<file path="src/rtl/precision_dac_pkg.sv">
// precision_dac_pkg: shared sizes, reset code, FSM encoding and packed-channel slice helper
package precision_dac_pkg;
  localparam int N_CH = 4;
  localparam int WIDTH = 16;
  localparam int PERIOD_W = 32;
  localparam int CH_W = $clog2(N_CH);
  localparam logic [WIDTH-1:0] RESET_CODE = 16'h8000;
  localparam logic [N_CH*WIDTH-1:0] RESET_WORD = {N_CH{RESET_CODE}};
  typedef enum logic [1:0] {IDLE, SCAN, EMIT} state_t;
  function automatic logic [WIDTH-1:0] slice(input logic [N_CH*WIDTH-1:0] w, input int i);
    return w[i*WIDTH +: WIDTH];
  endfunction
endpackage

</file>
<file path="src/rtl/precision_dac_slew_step.sv">
// precision_dac_slew_step: one channel slew step (cur, tgt, step) -> (nxt, moved); clamps at tgt, never wraps
module precision_dac_slew_step
  import precision_dac_pkg::*;
(
  input  logic [WIDTH-1:0] cur,
  input  logic [WIDTH-1:0] tgt,
  input  logic [WIDTH-1:0] step,
  output logic [WIDTH-1:0] nxt,
  output logic             moved
);
  logic up;
  logic [WIDTH:0] d;
  always_comb begin
    up = tgt >= cur;
    d = up ? {1'b0, tgt} - {1'b0, cur} : {1'b0, cur} - {1'b0, tgt};
    nxt = (step == '0 || d <= {1'b0, step}) ? tgt : up ? cur + step : cur - step;
    moved = nxt != cur;
  end
endmodule

</file>
<file path="src/rtl/precision_dac_slew.sv">
// precision_dac_slew: per-tick slew limiter; clk/rst, target/target_valid/step/update_period in, data/valid/settled out
module precision_dac_slew
  import precision_dac_pkg::*;
(
  input  logic                  clk,
  input  logic                  rst,
  input  logic [N_CH*WIDTH-1:0] target,
  input  logic                  target_valid,
  input  logic [WIDTH-1:0]      step,
  input  logic [PERIOD_W-1:0]   update_period,
  output logic [N_CH*WIDTH-1:0] data,
  output logic                  valid,
  output logic                  settled
);
  state_t state, state_n;
  logic [PERIOD_W-1:0] cnt, reload;
  logic [N_CH*WIDTH-1:0] tgt_reg, tgt_snap, cur, cur_upd;
  logic [WIDTH-1:0] step_snap, nxt;
  logic [CH_W-1:0] ch;
  logic changed, moved, tick, last;
  precision_dac_slew_step u_step (
    .cur   (slice(cur, int'(ch))),
    .tgt   (slice(tgt_snap, int'(ch))),
    .step  (step_snap),
    .nxt   (nxt),
    .moved (moved)
  );
  always_comb begin
    tick = cnt == '0;
    reload = update_period == '0 ? '0 : update_period - 1'b1;
    last = state == SCAN && ch == CH_W'(N_CH - 1);
    cur_upd = cur;
    cur_upd[int'(ch)*WIDTH +: WIDTH] = nxt;
    state_n = (state == IDLE && tick) ? SCAN : last ? EMIT : state == EMIT ? IDLE : state;
  end
  always_ff @(posedge clk) begin
    if (rst) begin
      state <= IDLE;
      cnt <= '0;
      ch <= '0;
      changed <= 1'b0;
      cur <= RESET_WORD;
      tgt_reg <= RESET_WORD;
      tgt_snap <= RESET_WORD;
      step_snap <= '0;
      data <= RESET_WORD;
      valid <= 1'b0;
      settled <= 1'b1;
    end else begin
      state <= state_n;
      cnt <= tick ? reload : cnt - 1'b1;
      valid <= last && (changed || moved);
      settled <= data == (target_valid ? target : tgt_reg);
      if (target_valid) tgt_reg <= target;
      if (state == IDLE && tick) begin
        tgt_snap <= tgt_reg;
        step_snap <= step;
        changed <= 1'b0;
        ch <= '0;
      end
      if (state == SCAN) begin
        cur <= cur_upd;
        changed <= changed | moved;
        ch <= ch + 1'b1;
      end
      if (last && (changed || moved)) data <= cur_upd;
    end
  end
endmodule
</file>
<file path="config.mk">
export PLATFORM = sky130hd
export DESIGN_NAME = precision_dac_slew
export DESIGN_NICKNAME = d
export VERILOG_FILES = /design/src/rtl/precision_dac_pkg.sv /design/src/rtl/precision_dac_slew_step.sv /design/src/rtl/precision_dac_slew.sv
export SDC_FILE = /design/constraint.sdc
export NUM_CORES = 1
export LEC_CHECK = 0
export ABC_AREA = 1
export BUFFER_PORTS_ARGS = -buffer_cell sky130_fd_sc_hd__buf_2
export CAP_MARGIN = 25
export CORE_MARGIN = 1.5
export CORE_UTILIZATION = 55
export DETAILED_ROUTE_END_ITERATION = 10
export GPL_ROUTABILITY_DRIVEN = 0
export PLACE_DENSITY_LB_ADDON = 0.08
export SYNTH_ARGS = -nofsm -noshare
export SYNTH_HDL_FRONTEND = slang
export SYNTH_SLANG_ARGS = --single-unit
</file>
<file path="constraint.sdc">
create_clock -name clk -period 14.2 [get_ports clk]
set_clock_uncertainty 0.2 [all_clocks]
set_input_delay 0.71 -clock clk [delete_from_list [all_inputs] [get_ports clk]]
set_output_delay 0.71 -clock clk [all_outputs]
set_load 0.02 [all_outputs]
</file>
==> metrics.md, run 1 <==
| Metric | Value |
|---|---|
| Startpoint Class | `flop` |
| Most used cell, CP | `nand2_1` |
| CTS H-Tree Depth | `2` |
| Max Fanout on Critical Path | `88` |
| Layout Nets | `3,086` |
| Slowest stage cell, crit path | `buf_4` |
| Row cnt | `68` |
| Die X | `190 um` |
| Reg2reg end | `data[61]$_SDFFE_PP0P_` |
| GRT Overall Usage | `0.352` |
| Core area | `0.0345 mm2` |
| Final hold vios | `0` |
| Num ports | `181` |
| Max-Cap Viols | `0` |
| YS warnings | `0` |
| Main flop type after synthesis | `dfxtp_1` |
| FF+latch area | `0.00623 mm2` |
| Ranking of synthesized cells by area | `dfxtp_1 (32%), nand2_1 (10%), inv_1 (7.3%)` |
| Worst reg2reg path depth | `42` |
| Max Transition Viols Final | `0` |
| Chip height | `190 um` |
| Final instance area | `0.0214 mm2` |
| Final Cycle Share | `0.668` |
| WL/cell | `19.2 um` |
| Hold-critical path depth | `3` |
| Sequential area share after synthesis | `0.323` |
| Hpwl dp | `48.5 mm` |
| EDFF count, synth | `0` |
| Starting DRT DRC Count | `2,270` |
| Mapped Area | `0.0193 mm2` |
| Post-CTS Repair Setup Buffers | `0` |
| Multi-input combinational cell area | `0.0110 mm2` |
| Post-Layout Cell Count | `3,373` |
| DRC | `0` |
| Final setup TNS | `0 ns` |
| WP data required | `14.43 ns` |
| Yosys top cell by area | `dfxtp_1` |
| Unique masters post-synth | `57` |
| Post-Syn Nets | `3,001` |
| Total number of vias | `19,500` |
| Clock tree buffer depth | `3` |
| Hold buffer count at cts | `0` |
| Worst-path clk slew | `0.06 ns` |
| Dpl cell area | `0.0202 mm2` |
| Hold Crit Class | `primary input to flop` |
| Layout fillers | `3,354` |
| CP top delay family | `simple AND/OR/NAND/NOR gates` |
| Max frequency | `0.105 GHz` |
| Vias in the first global route | `17,700` |
| Final worst slack | `4.71 ns` |
| Endpoint, Worst Hold | `tgt_reg[38]$_SDFF_PP0_` |
| Port bufs | `180` |
| Mean Syn Cell Area | `6.86 um2` |
| DP Cell Count | `3,313` |
| Worst skew pair latency | `0.54 ns` |
| Slew at the pin closest to its max-slew limit | `1.05 ns` |
| Pre-antenna DRT Iters | `6` |
| Antenna Cells | `0` |
| Ys async rst share | `0` |
| Total CTS buffers | `35` |
| Worst reg-to-reg setup slack | `4.71 ns` |
| Avg Vias per Cell | `5.79` |
| Mapped Cells | `2,811` |
| TritonCTS clock tree | `built` |
| CP max stage delay | `0.86 ns` |
| Fin crit period | `9.49 ns` |
| Largest net degree at the start of global routing | `107` |
| Max-slew headroom | `0.297` |
| Post-CTS Resized | `0` |
| Layout area overhead | `11.0%` |
| Initial antenna violation count | `1` |
| Layout cells sized above 1 | `0.118` |
| Root Driver | `clkbuf_16` |
| Critical Path AT | `9.72 ns` |
| # setup viols final | `0` |
| Die area | `0.0362 mm2` |
| Flops & latches, synth | `311` |
| Outcome | `complete, no violations` |
| Crit. End Element | `flop` |
| Place WS | `5.22 ns` |
| RSZ-0062 raised after global routing | `no` |
| CTS sink cnt | `311` |
| Worst path bufs/invs | `6` |
| Share of the synthesized area in the top cell type | `0.323` |
| Hold Startpoint | `target[38]` |
| GRT overflow | `0` |
| Setup CP Type | `flop to flop` |
| Post-route ant nets | `0` |
| Global-route wire length before repair | `99.2 mm` |
| Worst r2r src | `ch[0]$_SDFFE_PP0P_` |
| Initial Util | `0.558` |
| WL final | `64.9 mm` |
## cells in the final DEF, fill, tap and decap left out, drive strengths merged, types with 3 or more instances in the layout
cell type / instances
a211oi: 33
a21boi: 3
a21o: 5
a21oi: 295
a32oi: 31
buf: 197
bufinv: 3
clkbuf: 47
clkinv: 8
dfxtp: 311
fa: 3
ha: 72
inv: 382
mux2i: 59
nand2: 541
nand3: 193
nand3b: 9
nand4: 40
nor2: 309
nor3: 32
nor4: 14
o211ai: 5
o21a: 3
o21ai: 95
o22ai: 54
o31ai: 3
or2: 14
xnor2: 42
xor2: 91
## routing by layer
layer,up-vias,wire length (um),track usage
met4,2,2200,0.123
met1,9054,27800,0.499
met3,152,7120,0.0697
met2,972,27800,0.530
met5,-,13,0
li1,9354,-,-
## worst min-delay path, delay by kind of cell
family	cells	cell delay, ns
buf+inv	1	0.08
simple gates	1	0.08
mux	1	0.08
## stage by stage
step                      utilization  hold slack (ns)
after floorplan                     -            0.240
after global placement          0.586            0.250
after detailed placement        0.586            0.255
after CTS                       0.619            0.245
after global routing            0.619            0.268
final                           0.619            0.249
## worst max-delay path by stage
stage / from / endpoint / depth (start not counted)
floorplan: ch[0]$_SDFFE_PP0P_ / data[61]$_SDFFE_PP0P_ / 40
global placement: ch[0]$_SDFFE_PP0P_ / data[46]$_SDFFE_PP0P_ / 34
detailed placement: ch[0]$_SDFFE_PP0P_ / data[39]$_SDFFE_PP0P_ / 42
CTS: ch[0]$_SDFFE_PP0P_ / data[61]$_SDFFE_PP0P_ / 42
global route: ch[0]$_SDFFE_PP0P_ / data[61]$_SDFFE_PP0P_ / 42
finish: ch[0]$_SDFFE_PP0P_ / data[61]$_SDFFE_PP0P_ / 42
## final cells by class
type / instances / area share
clock buffers: 47 / 0.0468
clock inverters: 12 / 0.00713
repair buffers: 197 / 0.0487
multi-input cells: 1969 / 0.513
inverters: 382 / 0.0670
well taps: 455 / 0.0266
flip-flops and latches: 311 / 0.291
## cells in the mapped netlist, drive strengths merged, types with 2 or more instances
| cell type | count |
|---|---|
| xnor2 | 42 |
| nand4 | 40 |
| inv | 381 |
| fa | 3 |
| nor4 | 14 |
| a21o | 5 |
| a21boi | 3 |
| nor3 | 32 |
| a211oi | 33 |
| ha | 72 |
| nor2 | 309 |
| o22ai | 54 |
| o31ai | 3 |
| a221oi | 2 |
| o21a | 3 |
| a31oi | 2 |
| mux2i | 59 |
| nand2 | 541 |
| a21oi | 295 |
| xor2 | 91 |
| a22o | 2 |
| dfxtp | 311 |
| nand3b | 9 |
| o32ai | 2 |
| o21bai | 2 |
| nand3 | 193 |
| buf | 44 |
| o211ai | 5 |
| o21ai | 95 |
| or2 | 14 |
| clkbuf | 105 |
| or3b | 2 |
| a2bb2oi | 2 |
| a32oi | 31 |
## logic make-up after synthesis
group,share of synthesized area
buffers and inverters,0.109
xor gates and xnor gates,0.0604
adders and majority gates,0.0498
AOI/OAI and AO/OA,0.168
muxes,0.0306
and+or+nand+nor,0.258
DFF,0.323
Power of run 1 is left out: the tool's default activity adds up to more than one toggle a clock period on the data nets, which glitch-free logic cannot reach.
==> inputs of run 2 (changes only) <==
Clock period 14.2 ns to 8.4 ns, I/O delays scaled along.
==> metrics.md, run 2 (synthesis results as in run 1) <==
| Metric | Value |
|---|---|
| Outcome | `complete, no violations (unchanged)` |
| Final worst slack | `0.633 ns (was 4.71 ns)` |
| Global-route wire length before repair | `99.9 mm (was 99.2 mm)` |
| Final setup TNS | `0 ns (unchanged)` |
| Clock tree buffer depth | `3 (unchanged)` |
| Layout fillers | `3,215 (was 3,354)` |
| Commonest non-fill, non-tap cell in the layout | `nand2_1 (unchanged)` |
| Hold Startpoint | `update_period[12] (was target[38])` |
| WP data required | `8.69 ns (was 14.43 ns)` |
| CP top delay family | `simple AND/OR/NAND/NOR gates (unchanged)` |
| Max Fanout on Critical Path | `49 (was 88)` |
| Worst r2r src | `ch[0]$_SDFFE_PP0P_ (unchanged)` |
| Worst setup path startpoint | `ch[0]$_SDFFE_PP0P_ (unchanged)` |
| Final Cycle Share | `0.925 (was 0.668)` |
| Hpwl dp | `48.8 mm (was 48.5 mm)` |
| Largest net degree at the start of global routing | `98 (was 107)` |
| Port bufs | `180 (unchanged)` |
| WL/cell | `19.0 um (was 19.2 um)` |
| Die area | `0.0362 mm2 (unchanged)` |
| Antenna Cells | `0 (unchanged)` |
| Initial Util | `0.558 (unchanged)` |
| Hold Worst Slack | `0.0131 ns (was 0.249 ns)` |
| Hold Crit Class | `primary input to flop (unchanged)` |
| Reg2reg end | `data[21]$_SDFFE_PP0P_ (was data[61]$_SDFFE_PP0P_)` |
| Slew at the pin closest to its max-slew limit | `0.920 ns (was 1.05 ns)` |
| Most frequent cells in the layout | `nand2_1 (531), inv_1 (373), dfxtp_1 (310) (unchanged)` |
| Dpl cell area | `0.0204 mm2 (was 0.0202 mm2)` |
| Num ports | `181 (unchanged)` |
| Root Driver | `clkbuf_16 (unchanged)` |
| Most used cell, CP | `nand2_1 (unchanged)` |
| Endpoint, Worst Hold | `cnt[12]$_SDFF_PP0_ (was tgt_reg[38]$_SDFF_PP0_)` |
| Final instance area | `0.0223 mm2 (was 0.0214 mm2)` |
| Worst-path clk slew | `0.06 ns (about the same)` |
| Max frequency | `0.129 GHz (was 0.105 GHz)` |
| DRC | `0 (unchanged)` |
| Place WS | `0.757 ns (was 5.22 ns)` |
| Hold-critical path depth | `4 (was 3)` |
| CTS H-Tree Depth | `2 (unchanged)` |
| Layout area overhead | `15.6% (was 11.0%)` |
| Vias in the first global route | `18,200 (was 17,700)` |
| # setup viols final | `0 (unchanged)` |
| Initial antenna violation count | `1 (unchanged)` |
| RSZ-0062 raised after global routing | `no (unchanged)` |
| Startpoint Class | `flop (unchanged)` |
| Worst skew pair latency | `0.56 ns (was 0.54 ns)` |
| Core area | `0.0345 mm2 (unchanged)` |
| Setup CP Type | `flop to flop (unchanged)` |
| Starting DRT DRC Count | `2,412 (was 2,270)` |
| Final hold vios | `0 (unchanged)` |
| Max-Cap Viols | `0 (unchanged)` |
| Die X | `190 um (unchanged)` |
| Max-slew headroom | `0.386 (was 0.297)` |
| Avg Vias per Cell | `5.75 (was 5.79)` |
| Fin crit period | `7.77 ns (was 9.49 ns)` |
| Crit. End Element | `flop (unchanged)` |
| CP max stage delay | `0.52 ns (was 0.86 ns)` |
| Chip height | `190 um (unchanged)` |
| GRT Overall Usage | `0.355 (was 0.352)` |
| WL final | `65.9 mm (was 64.9 mm)` |
| TritonCTS clock tree | `built (unchanged)` |
| Worst reg-to-reg setup slack | `0.63 ns (was 4.71 ns)` |
| Slowest stage cell, crit path | `a32oi_1 (was buf_4)` |
| Row cnt | `68 (unchanged)` |
| Critical Path AT | `8.06 ns (was 9.72 ns)` |
| Layout cells sized above 1 | `0.121 (was 0.118)` |
| Total number of vias | `19,900 (was 19,500)` |
| Pre-antenna DRT Iters | `6 (unchanged)` |
| Worst reg2reg path depth | `42 (unchanged)` |
| Post-route ant nets | `0 (unchanged)` |
| GRT overflow | `0 (unchanged)` |
| Worst path bufs/invs | `5 (was 6)` |
| Max Transition Viols Final | `0 (unchanged)` |
| Total CTS buffers | `37 (was 35)` |
| CTS sink cnt | `311 (unchanged)` |
| Layout Nets | `3,169 (was 3,086)` |
## run 2: cell count changes in the layout (fill, tap and decap cells not counted), sizes merged
cell	delta
clkbuf	+7
bufinv	-1
clkinvlp	-1
dlygate4sd3	+66
buf	+15
## run 2: how the worst max path moves through the flow
stage / to / slack (ns) / cells after the start
CTS: data[54]$_SDFFE_PP0P_ / 0.69 / 42
finish: data[21]$_SDFFE_PP0P_ / 0.63 / 42
global route: data[1]$_SDFFE_PP0P_ / 0.15 / 41
floorplan: data[61]$_SDFFE_PP0P_ / 2.22 / 40
detailed placement: data[26]$_SDFFE_PP0P_ / 0.76 / 42
global placement: data[22]$_SDFFE_PP0P_ / 0.89 / 41
## run 2: through the flow
step                 util  cells
global placement    0.590   3328
floorplan               -   2811
CTS                 0.644   3458
finish              0.645   3459
global route        0.645   3459
detailed placement  0.590   3328
## run 2: routing by layer
layer  vias up  wire (um)  track usage
met4         0       3000        0.161
li1       9518          -            -
met3       165       6600       0.0661
met2      1013      29100        0.550
met1      9182      27200        0.480
met5         -          0            0
## run 2: area by class of cell
type	count	area (um2)	share of cell area
sequential	311	6230	0.280
multi-input combinational	1969	11000	0.493
clock buffer	54	1080	0.0485
timing repair buffer	278	1840	0.0825
clock inverter	10	134	0.00601
tap	455	569	0.0255
inverter	382	1440	0.0644
## run 2: worst register-to-register path: cells and delay by family (launching register included)
| kind | cells | cell delay (ns) |
|---|---|---|
| flip-flops | 1 | 0.49 |
| buffers and inverters | 5 | 1.20 |
| AO/OA/AOI/OAI | 5 | 1.38 |
| adder cells (fa/ha/maj) | 2 | 0.74 |
| XOR/XNOR | 1 | 0.17 |
| AND/OR/NAND/NOR | 29 | 3.56 |
## run 2: timing repair
item,in CTS,in global routing
endpoints found under the setup margin,0,58
hold endpoints to repair,66,0
buffers inserted,0,0
hold buffers,66,0
resized for setup,0,6
Power of run 2 is left out for the same reason.
